**src/rtl/arbiter_types.sv**
```systemverilog
// Shared types and constants for the cache arbiter.
//   arb_state_t   : arbiter FSM states
//   arb_owner_t   : which cache owns the current pmem transaction
//   LINE_OFFSET_W : byte-offset bits inside a 32-byte cacheline
package arbiter_types;

    localparam int unsigned LINE_OFFSET_W = 5;

    typedef enum logic [1:0] {
        IDLE,
        BUSY,
        RESP,
        COOL
    } arb_state_t;

    typedef enum logic {
        OWN_I,
        OWN_D
    } arb_owner_t;

endpackage

```
**src/rtl/arb_perf_counters.sv**
```systemverilog
// Performance counters for the cache arbiter. Each counter advances by one on
// its strobe and wraps modulo 2^CNT_W.
//   clk_i            : system clock
//   rst_ni           : synchronous active-low reset, clears all counters
//   i_grant_inc_i    : I-side grant strobe
//   d_grant_inc_i    : D-side grant strobe
//   conflict_inc_i   : both-sides-requesting-in-IDLE strobe
//   i_grant_o        : I-side grants since reset
//   d_grant_o        : D-side grants since reset
//   conflict_o       : conflict cycles since reset
module arb_perf_counters #(
    parameter int unsigned CNT_W = 32
) (
    input  logic             clk_i,
    input  logic             rst_ni,
    input  logic             i_grant_inc_i,
    input  logic             d_grant_inc_i,
    input  logic             conflict_inc_i,
    output logic [CNT_W-1:0] i_grant_o,
    output logic [CNT_W-1:0] d_grant_o,
    output logic [CNT_W-1:0] conflict_o
);

    logic [CNT_W-1:0] i_grant_q, i_grant_d;
    logic [CNT_W-1:0] d_grant_q, d_grant_d;
    logic [CNT_W-1:0] conflict_q, conflict_d;

    always_comb begin
        i_grant_d  = i_grant_q;
        d_grant_d  = d_grant_q;
        conflict_d = conflict_q;
        if (i_grant_inc_i) begin
            i_grant_d = i_grant_q + CNT_W'(1);
        end
        if (d_grant_inc_i) begin
            d_grant_d = d_grant_q + CNT_W'(1);
        end
        if (conflict_inc_i) begin
            conflict_d = conflict_q + CNT_W'(1);
        end
    end

    always_ff @(posedge clk_i) begin
        if (!rst_ni) begin
            i_grant_q  <= '0;
            d_grant_q  <= '0;
            conflict_q <= '0;
        end else begin
            i_grant_q  <= i_grant_d;
            d_grant_q  <= d_grant_d;
            conflict_q <= conflict_d;
        end
    end

    assign i_grant_o  = i_grant_q;
    assign d_grant_o  = d_grant_q;
    assign conflict_o = conflict_q;

endmodule

```
**src/rtl/cache_arbiter.sv**
```systemverilog
// Arbitrates cacheline misses and writebacks from the I-cache and D-cache onto
// one physical-memory port. The winning request is registered and held on the
// pmem side until pmem_resp; the owner then gets a one-cycle registered resp,
// followed by one dead cycle before the next arbitration.
//   clk, rst                         : clock, synchronous active-low reset
//   i_read/i_address                 : I-cache line read request (held until i_resp)
//   i_rdata/i_resp                   : I-cache returned line and completion pulse
//   d_read/d_write/d_address/d_wdata : D-cache line read / writeback request
//   d_rdata/d_resp                   : D-cache returned line and completion pulse
//   pmem_*                           : physical memory port
//   cnt_*                            : grant / conflict performance counters
module cache_arbiter
    import arbiter_types::*;
#(
    parameter int unsigned ADDR_W      = 32,
    parameter int unsigned LINE_W      = 256,
    parameter int unsigned ROUND_ROBIN = 1,
    parameter int unsigned CNT_W       = 32
) (
    input  logic              clk,
    input  logic              rst,

    input  logic              i_read,
    input  logic [ADDR_W-1:0] i_address,
    output logic [LINE_W-1:0] i_rdata,
    output logic              i_resp,

    input  logic              d_read,
    input  logic              d_write,
    input  logic [ADDR_W-1:0] d_address,
    input  logic [LINE_W-1:0] d_wdata,
    output logic [LINE_W-1:0] d_rdata,
    output logic              d_resp,

    output logic              pmem_read,
    output logic              pmem_write,
    output logic [ADDR_W-1:0] pmem_address,
    output logic [LINE_W-1:0] pmem_wdata,
    input  logic [LINE_W-1:0] pmem_rdata,
    input  logic              pmem_resp,

    output logic [CNT_W-1:0]  cnt_i_grant,
    output logic [CNT_W-1:0]  cnt_d_grant,
    output logic [CNT_W-1:0]  cnt_conflict
);

    localparam int unsigned LINE_ADDR_W = ADDR_W - LINE_OFFSET_W;

    arb_state_t        state_q;
    arb_owner_t        owner_q;
    logic              pmem_read_q;
    logic              pmem_write_q;
    logic [ADDR_W-1:0] pmem_address_q;
    logic [LINE_W-1:0] pmem_wdata_q;
    logic [LINE_W-1:0] i_rdata_q;
    logic [LINE_W-1:0] d_rdata_q;
    logic              i_resp_q;
    logic              d_resp_q;

    // Arbitration decision, only acted on in IDLE.
    logic                   req_i;
    logic                   req_d;
    logic                   conflict;
    logic                   grant;
    logic                   grant_d;
    logic                   grant_write;
    arb_owner_t             grant_owner;
    logic [LINE_ADDR_W-1:0] grant_line;

    // Byte-offset bits are deliberately dropped from the line address.
    logic unused_offset_bits;
    assign unused_offset_bits = ^{i_address[LINE_OFFSET_W-1:0], d_address[LINE_OFFSET_W-1:0]};

    assign req_i    = i_read;
    assign req_d    = d_read | d_write;
    assign conflict = req_i & req_d;
    assign grant    = (state_q == IDLE) & (req_i | req_d);

    always_comb begin
        grant_d = 1'b0;
        if (req_d && !req_i) begin
            grant_d = 1'b1;
        end else if (conflict) begin
            // Round robin hands the conflict to whoever did not own the last
            // transaction; owner resets to D so I wins the first conflict.
            grant_d = (ROUND_ROBIN != 0) ? (owner_q == OWN_I) : 1'b1;
        end
    end

    // A D request with both d_read and d_write is treated as a writeback.
    assign grant_write = grant_d & d_write;
    assign grant_owner = grant_d ? OWN_D : OWN_I;
    assign grant_line  = grant_d ? d_address[ADDR_W-1:LINE_OFFSET_W]
                                 : i_address[ADDR_W-1:LINE_OFFSET_W];

    always_ff @(posedge clk) begin
        if (!rst) begin
            state_q        <= IDLE;
            owner_q        <= OWN_D;
            pmem_read_q    <= 1'b0;
            pmem_write_q   <= 1'b0;
            pmem_address_q <= '0;
            pmem_wdata_q   <= '0;
            i_rdata_q      <= '0;
            d_rdata_q      <= '0;
            i_resp_q       <= 1'b0;
            d_resp_q       <= 1'b0;
        end else begin
            unique case (state_q)
                IDLE: begin
                    if (grant) begin
                        state_q        <= BUSY;
                        owner_q        <= grant_owner;
                        pmem_address_q <= {grant_line, {LINE_OFFSET_W{1'b0}}};
                        if (grant_d) begin
                            pmem_wdata_q <= d_wdata;
                        end
                        pmem_write_q   <= grant_write;
                        pmem_read_q    <= ~grant_write;
                    end
                end
                BUSY: begin
                    // pmem outputs are frozen here; only pmem_resp moves us on.
                    if (pmem_resp) begin
                        state_q      <= RESP;
                        pmem_read_q  <= 1'b0;
                        pmem_write_q <= 1'b0;
                        if (owner_q == OWN_I) begin
                            i_resp_q <= 1'b1;
                            if (pmem_read_q) begin
                                i_rdata_q <= pmem_rdata;
                            end
                        end else begin
                            d_resp_q <= 1'b1;
                            if (pmem_read_q) begin
                                d_rdata_q <= pmem_rdata;
                            end
                        end
                    end
                end
                RESP: begin
                    i_resp_q <= 1'b0;
                    d_resp_q <= 1'b0;
                    state_q  <= COOL;
                end
                COOL: begin
                    // Dead cycle lets the served cache drop its request.
                    state_q <= IDLE;
                end
                default: begin
                    state_q <= IDLE;
                end
            endcase
        end
    end

    arb_perf_counters #(
        .CNT_W (CNT_W)
    ) u_perf_counters (
        .clk_i          (clk),
        .rst_ni         (rst),
        .i_grant_inc_i  (grant & ~grant_d),
        .d_grant_inc_i  (grant & grant_d),
        .conflict_inc_i ((state_q == IDLE) & conflict),
        .i_grant_o      (cnt_i_grant),
        .d_grant_o      (cnt_d_grant),
        .conflict_o     (cnt_conflict)
    );

    assign pmem_read    = pmem_read_q;
    assign pmem_write   = pmem_write_q;
    assign pmem_address = pmem_address_q;
    assign pmem_wdata   = pmem_wdata_q;
    assign i_rdata      = i_rdata_q;
    assign d_rdata      = d_rdata_q;
    assign i_resp       = i_resp_q;
    assign d_resp       = d_resp_q;

`ifndef SYNTHESIS
    a_owner_req_held: assert property (@(posedge clk) disable iff (!rst)
        (state_q == BUSY) |-> ((owner_q == OWN_I) ? i_read : (d_read | d_write)));

    a_pmem_rw_excl: assert property (@(posedge clk) disable iff (!rst)
        !(pmem_read_q && pmem_write_q));

    a_resp_excl: assert property (@(posedge clk) disable iff (!rst)
        !(i_resp_q && d_resp_q));

    a_no_read_and_write: assert property (@(posedge clk) disable iff (!rst)
        (state_q == IDLE) |-> !(d_read && d_write));
`endif

endmodule

```
**config.mk**
```make
export PLATFORM = sky130hd
export DESIGN_NAME = cache_arbiter
export DESIGN_NICKNAME = d
export VERILOG_FILES = /design/src/rtl/arbiter_types.sv /design/src/rtl/arb_perf_counters.sv /design/src/rtl/cache_arbiter.sv
export SDC_FILE = /design/constraint.sdc
export NUM_CORES = 2
export LEC_CHECK = 0
export BUFFER_PORTS_ARGS = -buffer_cell sky130_fd_sc_hd__buf_2
export CAP_MARGIN = 30
export CORE_AREA = 10 10 572 574
export DETAILED_ROUTE_END_ITERATION = 8
export DIE_AREA = 0 0 582 584
export RECOVER_POWER = 100
export SYNTH_ARGS = -nofsm -noshare
export SYNTH_HDL_FRONTEND = slang
export SYNTH_SLANG_ARGS = --single-unit
```
**constraint.sdc**
```tcl
create_clock -name clk -period 2.55 [get_ports clk]
set_input_delay 0.1275 -clock clk [delete_from_list [all_inputs] [get_ports clk]]
set_output_delay 0.1275 -clock clk [all_outputs]
set_load 0.01 [all_outputs]
```
Yosys cells after proc, flatten, opt, wreduce, memory -nomap -nowiden

Index checks and enable logic that the tools add are counted.

Register bits after elaboration: 898
Input bits: 582
Output and inout bits: 900
Logic and storage cells: 65

Add/sub/neg operators: 3
Equality and inequality tests: 7
Muxes and demuxes: 18
Bitwise operators: 11
Reductions and logical operators: 13

Operator list:

| operator                                                        | count |
|---|---|
| 32-bit by 1-bit adder with 32-bit output, second input constant | 3 |
| 27-bit 2-to-1 mux                                               | 1 |
| 3-bit AND reduction                                             | 4 |
| 1-bit 2-to-1 mux                                                | 10 |
| 2-bit != test, second input constant                            | 4 |
| 1-bit one-hot mux with 2 select lines                           | 4 |
| 2-bit one-hot mux with 4 select lines                           | 1 |
| 4-bit AND reduction                                             | 2 |
| 1-bit bitwise AND                                               | 6 |
| 2-bit == test, second input constant                            | 2 |
| 2-bit 2-to-1 mux                                                | 2 |
| 2-bit AND reduction                                             | 2 |
| 2-bit nonzero test                                              | 2 |
| 1-bit NOT                                                       | 3 |
| 2-bit by 1-bit == test with 1-bit output, second input constant | 1 |
| 2-bit logical NOT                                               | 1 |
| 1-bit bitwise OR                                                | 2 |
| 1-bit logical AND                                               | 1 |
| 1-bit logical NOT                                               | 1 |

Longest topological paths before layout

Word-level depth: 8
Depth in mapped cells: 9
Gate-level depth less buffers: 6

By module

From an unflattened synthesis, not the netlist that was laid out.

Cells, all modules: 4017
Area total of the unflattened synthesis: 34256.6 um2

Modules (own cells, without submodules):

| module            | instances | cells an instance | area each (um2) | sequential area each (um2) |
|---|---|---|---|---|
| cache_arbiter     | 1         | 3486              | 29768.6         | 16055.4 |
| arb_perf_counters | 1         | 531               | 4488.1          | 1921.8 |

Worst setup path before layout

No wires, ideal clock.

Path type: register to register
From: register state_q[0]
To: register pmem_wdata_q[166], in the netlist pmem_wdata[166]
Setup time: 70 ps
Data arrival time: 1907 ps
Required time: 2480 ps
Setup slack: 573 ps
Cell stages (with the launch flop): 10
Path buffers: 3
Clock period less this slack: 1977 ps
Path through: dfxtp_1 > inv_1 > ha_1 > buf_2 > a21bo_2 > nor2_1 > buf_2 > buf_1 > nand2_1 > a21oi_1

Word-level cells in the longest chain between the ends: 3

Ends and longest elaborated chain:

| item                              | line                                      | text |
|---|---|---|
| from (decl)                       | cache_arbiter.sv:49                       | `arb_state_t state_q;` |
| from (signal assigned)            | cache_arbiter.sv:98                       | `state_q <= IDLE;` |
| from (signal assigned)            | cache_arbiter.sv:112                      | `state_q <= BUSY;` |
| from (signal assigned)            | cache_arbiter.sv:125                      | `state_q <= RESP;` |
| 2-bit logical NOT (*)             | cache_arbiter.sv:77, cache_arbiter.sv:109 |  |
| 1-bit bitwise AND                 | cache_arbiter.sv:77                       | `assign grant = (state_q == IDLE) & (req_i \| req_d);` |
| 3-bit AND reduction (no line) (*) | -                                         |  |
| to (signal assigned)              | cache_arbiter.sv:116                      | `pmem_wdata_q <= d_wdata;` |
| to (decl)                         | cache_arbiter.sv:54                       | `logic [LINE_W-1:0] pmem_wdata_q;` |

Mark *: on every way between the ends. The rest lies on a longest branch, timed or not.
A chain may end at the register's enable or synchronous reset.

Final worst setup path

From: register state_q[1]
To: register i_rdata_q[205], in the netlist i_rdata[205]

Word-level cells in the longest chain between the ends: 2

Ends and longest elaborated chain:

| item                                     | line                 | text |
|---|---|---|
| 2-bit by 1-bit == test with 1-bit output | cache_arbiter.sv:109 | `unique case (state_q)` |
| 4-bit AND reduction (no line)            | -                    |  |
| to (signal assigned)                     | cache_arbiter.sv:131 | `i_rdata_q <= pmem_rdata;` |
| to (decl)                                | cache_arbiter.sv:55  | `logic [LINE_W-1:0] i_rdata_q;` |

Every way passes these cells.

==> impl_metrics.csv <==
group,metric,value,unit
detailed_routing,drc_errors,0,
clocking,clock_sinks,898,
clocking,cts-htree-levels,3,
grt,grt_overflow,0,
sta,fmax,409,MHz
grt,grt_pass1_wl,383,mm
detailed_routing,post_drt_wl_per_cell,29.5,µm
status,status,"complete, no violations",
worst_setup_path,endpoint_kind,"flop",
sta,worst_pin_slew,1.13,ns
floorplan,initial_core_util,10.2,%
hold_path,hold_path.class,"primary input to flop",
finish,n_fill_cell,36163,
logic_synthesis,async_flop_share,0,%
worst_setup_path,crit_path_start_kind,"flop",
pwr,leakage,19.0,nW
logic_synthesis,synthFlopType,"dfxtp_1",
logic_synthesis,yosysSeqAreaShare,55.8,%
place,dp_hpwl,266,mm
floorplan,die_area,340000,µm²
logic_synthesis,syn-cell-area,32200,µm²
sta,layout_setup_ws,0.106,ns
sta,min_period,2.44,ns
sta,worst_hold_slack,0.0994,ns
grt,grt_antenna_before_repair,168,
sta,period_share,95.8,%
detailed_routing,dr.pass1.iters,6,
sta,hold_violations,0,
worst_setup_path,rrSetupSlack,0.11,ns
finish,area_growth,67.8,%
worst_setup_path,crit_chain,"inv_2 -> ha_4 -> nand3_4 -> nor2_4 -> buf_12 -> clkbuf_2 -> nand2_1 -> a21oi_1",
sta,fin_skew,0.0539,ns
floorplan,core_area,316000,µm²
logic_synthesis,synthCells,4068,
detailed_routing,routed_via_density,3.68,
floorplan,rows,207,
place,place_congestion,0.942,
clocking,cts.path.max_buffers,4,
logic_synthesis,yosysTopAreaCell,"dfxtp_1",
sta,setup_viol,0,
clocking,cts-root-buf,"clkbuf_16",
worst_setup_path,crit_required,3.30,ns
grt,grt_max_degree,114,
floorplan,die_h,584,µm
finish,layout.cells.non_filler,10396,
detailed_routing,drtIter0Drc,2991,
clocking,cts_buffers,111,
sta,drv_slew,0,
logic_synthesis,synth_edf_count,0,
logic_synthesis,synth_cell_type_count,49,
detailed_routing,wl,307,mm
worst_setup_path,critical_path.top_delay_family,"buffers and inverters",
sta,slew-limit-headroom,24.4,%
place,dp_cells,9548,
worst_setup_path,slowest_stage,"clkbuf_2",
worst_setup_path,cp_max_fo,48,
worst_setup_path,worstSetupPathType,"flop to flop",
detailed_routing,dr_total_vias,38252,
logic_synthesis,synth_most_common_cell,"nand2_1",
place,pre_cts_ws,0.157,ns
logic_synthesis,synth_warnings,0,
logic_synthesis,yosysTopAreaCellShare,55.8,%
floorplan,die_w,582,µm
sta,finalSetupTns,0,ns
finish,layout-drive-gt1-share,17.0,%
logic_synthesis,synth_seq_cells,898,
logic_synthesis,yosys-top-cells-area,"dfxtp_1 56%, nand2_1 19%, a21oi_1 13%",
sta,rsz0062_at_grt,"false",
worst_setup_path,max_stage_delay,0.86,ns
logic_synthesis,avgSynthCellArea,7.91,µm²
worst_setup_path,crit_buf_inv,3,
finish,fin_nets,6655,
clocking,clk_latency,0.85,ns
pwr,power_density,797,nW/µm²
worst_setup_path,critPathArrivalTime,3.19,ns
grt,grt.total_usage,17.0,%
logic_synthesis,synthTopCellsByCount,"1607 x nand2_1, 898 x dfxtp_1, 864 x a21oi_1, 259 x clkbuf_1, 51 x or4_1",
pwr,p_total,0.0431,W
pwr,vdd_drop_max,0.615,mV
clocking,cts_tree,"yes",
grt,grt_pass1_vias,36034,
clocking,clk_transition_reported_paths,0.06,ns
floorplan,ios,1482,
job,cap_viol_max_count,0,
place,port_buffers,1466,
detailed_routing,antenna_left,0,
==> layout by cell type (no fill, tap or decap), drive strengths merged, types with 17 or more instances in the layout <==
cell type / Yosys / final
or4: 52 / 52
diode: 0 / 67
and4: 17 / 17
inv: 16 / 25
or3: 19 / 19
clkbuf: 259 / 908
dfxtp: 898 / 898
o21ai: 20 / 20
clkinv: 0 / 26
a22oi: 27 / 27
buf: 49 / 840
o31ai: 48 / 48
nand4: 32 / 32
nand3: 34 / 34
a21oi: 864 / 864
dlygate4sd3: 0 / 586
nand2: 1607 / 1607
nor2: 31 / 31
==> layout make-up <==
class	count	area [µm²]	share of cell area (%)
clock buffer	144	3080	5.70
multi-input combinational	2850	13000	24.1
timing repair buffer	2190	13800	25.6
clock inverter	51	623	1.15
tap	4180	5230	9.68
antenna	67	168	0.310
inverter	16	67.6	0.125
sequential	898	18000	33.3
==> cell families after synthesis <==
logic type               count (synthesis)  share of synthesized area, %
AO/OA/AOI/OAI                          979                          16.0
other                                    1                        0.0116
AND/OR/NAND/NOR                       1830                          23.1
adder cells (fa/ha/maj)                  6                         0.233
flip-flops                             898                          55.8
multiplexers                             7                         0.218
buffers and inverters                  324                          3.98
XOR/XNOR                                23                         0.626
==> per-layer routing <==
layer,track usage [%],routed length [µm]
met1,20.0,120000
met2,26.8,133000
met3,8.75,39700
met4,5.13,12700
met5,0,359
==> worst min-delay path, stage by stage <==
cell and delay (ns):
dlygate4sd3_1 0.55, buf_2 0.13, nand2_1 0.05, a21oi_1 0.05
==> final timing paths <==
check,from,endpoint,cells past startpoint
hold / removal,d_wdata[189],pmem_wdata[189],4
hold reg to reg,pmem_wdata[239],pmem_wdata[239],2
setup reg to reg,state_q[1],i_rdata[205],8
setup / recovery,state_q[1],i_rdata[205],8
==> registers in the layout (all words and copies together) (netlist names) <==
register and flops:
i_rdata 256, d_rdata 256, d_resp 1, pmem_address 27, i_resp 1, state_q 2, pmem_wdata 256, u_perf_counters.d_grant_o 32
owner_q 1, pmem_read 1, u_perf_counters.i_grant_o 32, u_perf_counters.conflict_o 32, pmem_write 1
==> power breakdown <==
group / internal [W] / total, W / switching, W
Clock: 0.00947 / 0.0164 / 0.00697
Sequential: 0.0152 / 0.0160 / 0.000730
Combinational: 0.00309 / 0.0107 / 0.00759
Total: 0.0278 / 0.0431 / 0.0153
==> per-stage QoR <==
| stage | utilization [%] | area (µm²) |
|---|---|---|
| after floorplan | - | 32200 |
| after global placement | 14.3 | 45200 |
| after detailed placement | 14.3 | 45200 |
| after CTS | 17.3 | 54800 |
| after global routing | 17.0 | 53900 |
| final | 17.1 | 54000 |
==> timing repair <==
| action | in CTS | in global routing |
|---|---|---|
| hold buffers | 586 | 0 |
| resized for setup | 0 | 9 |
| buffers inserted | 0 | 0 |
| endpoints found under the hold margin | 890 | 0 |
| setup endpoints to repair | 0 | 13 |
(Power assumes the default switching activity.)
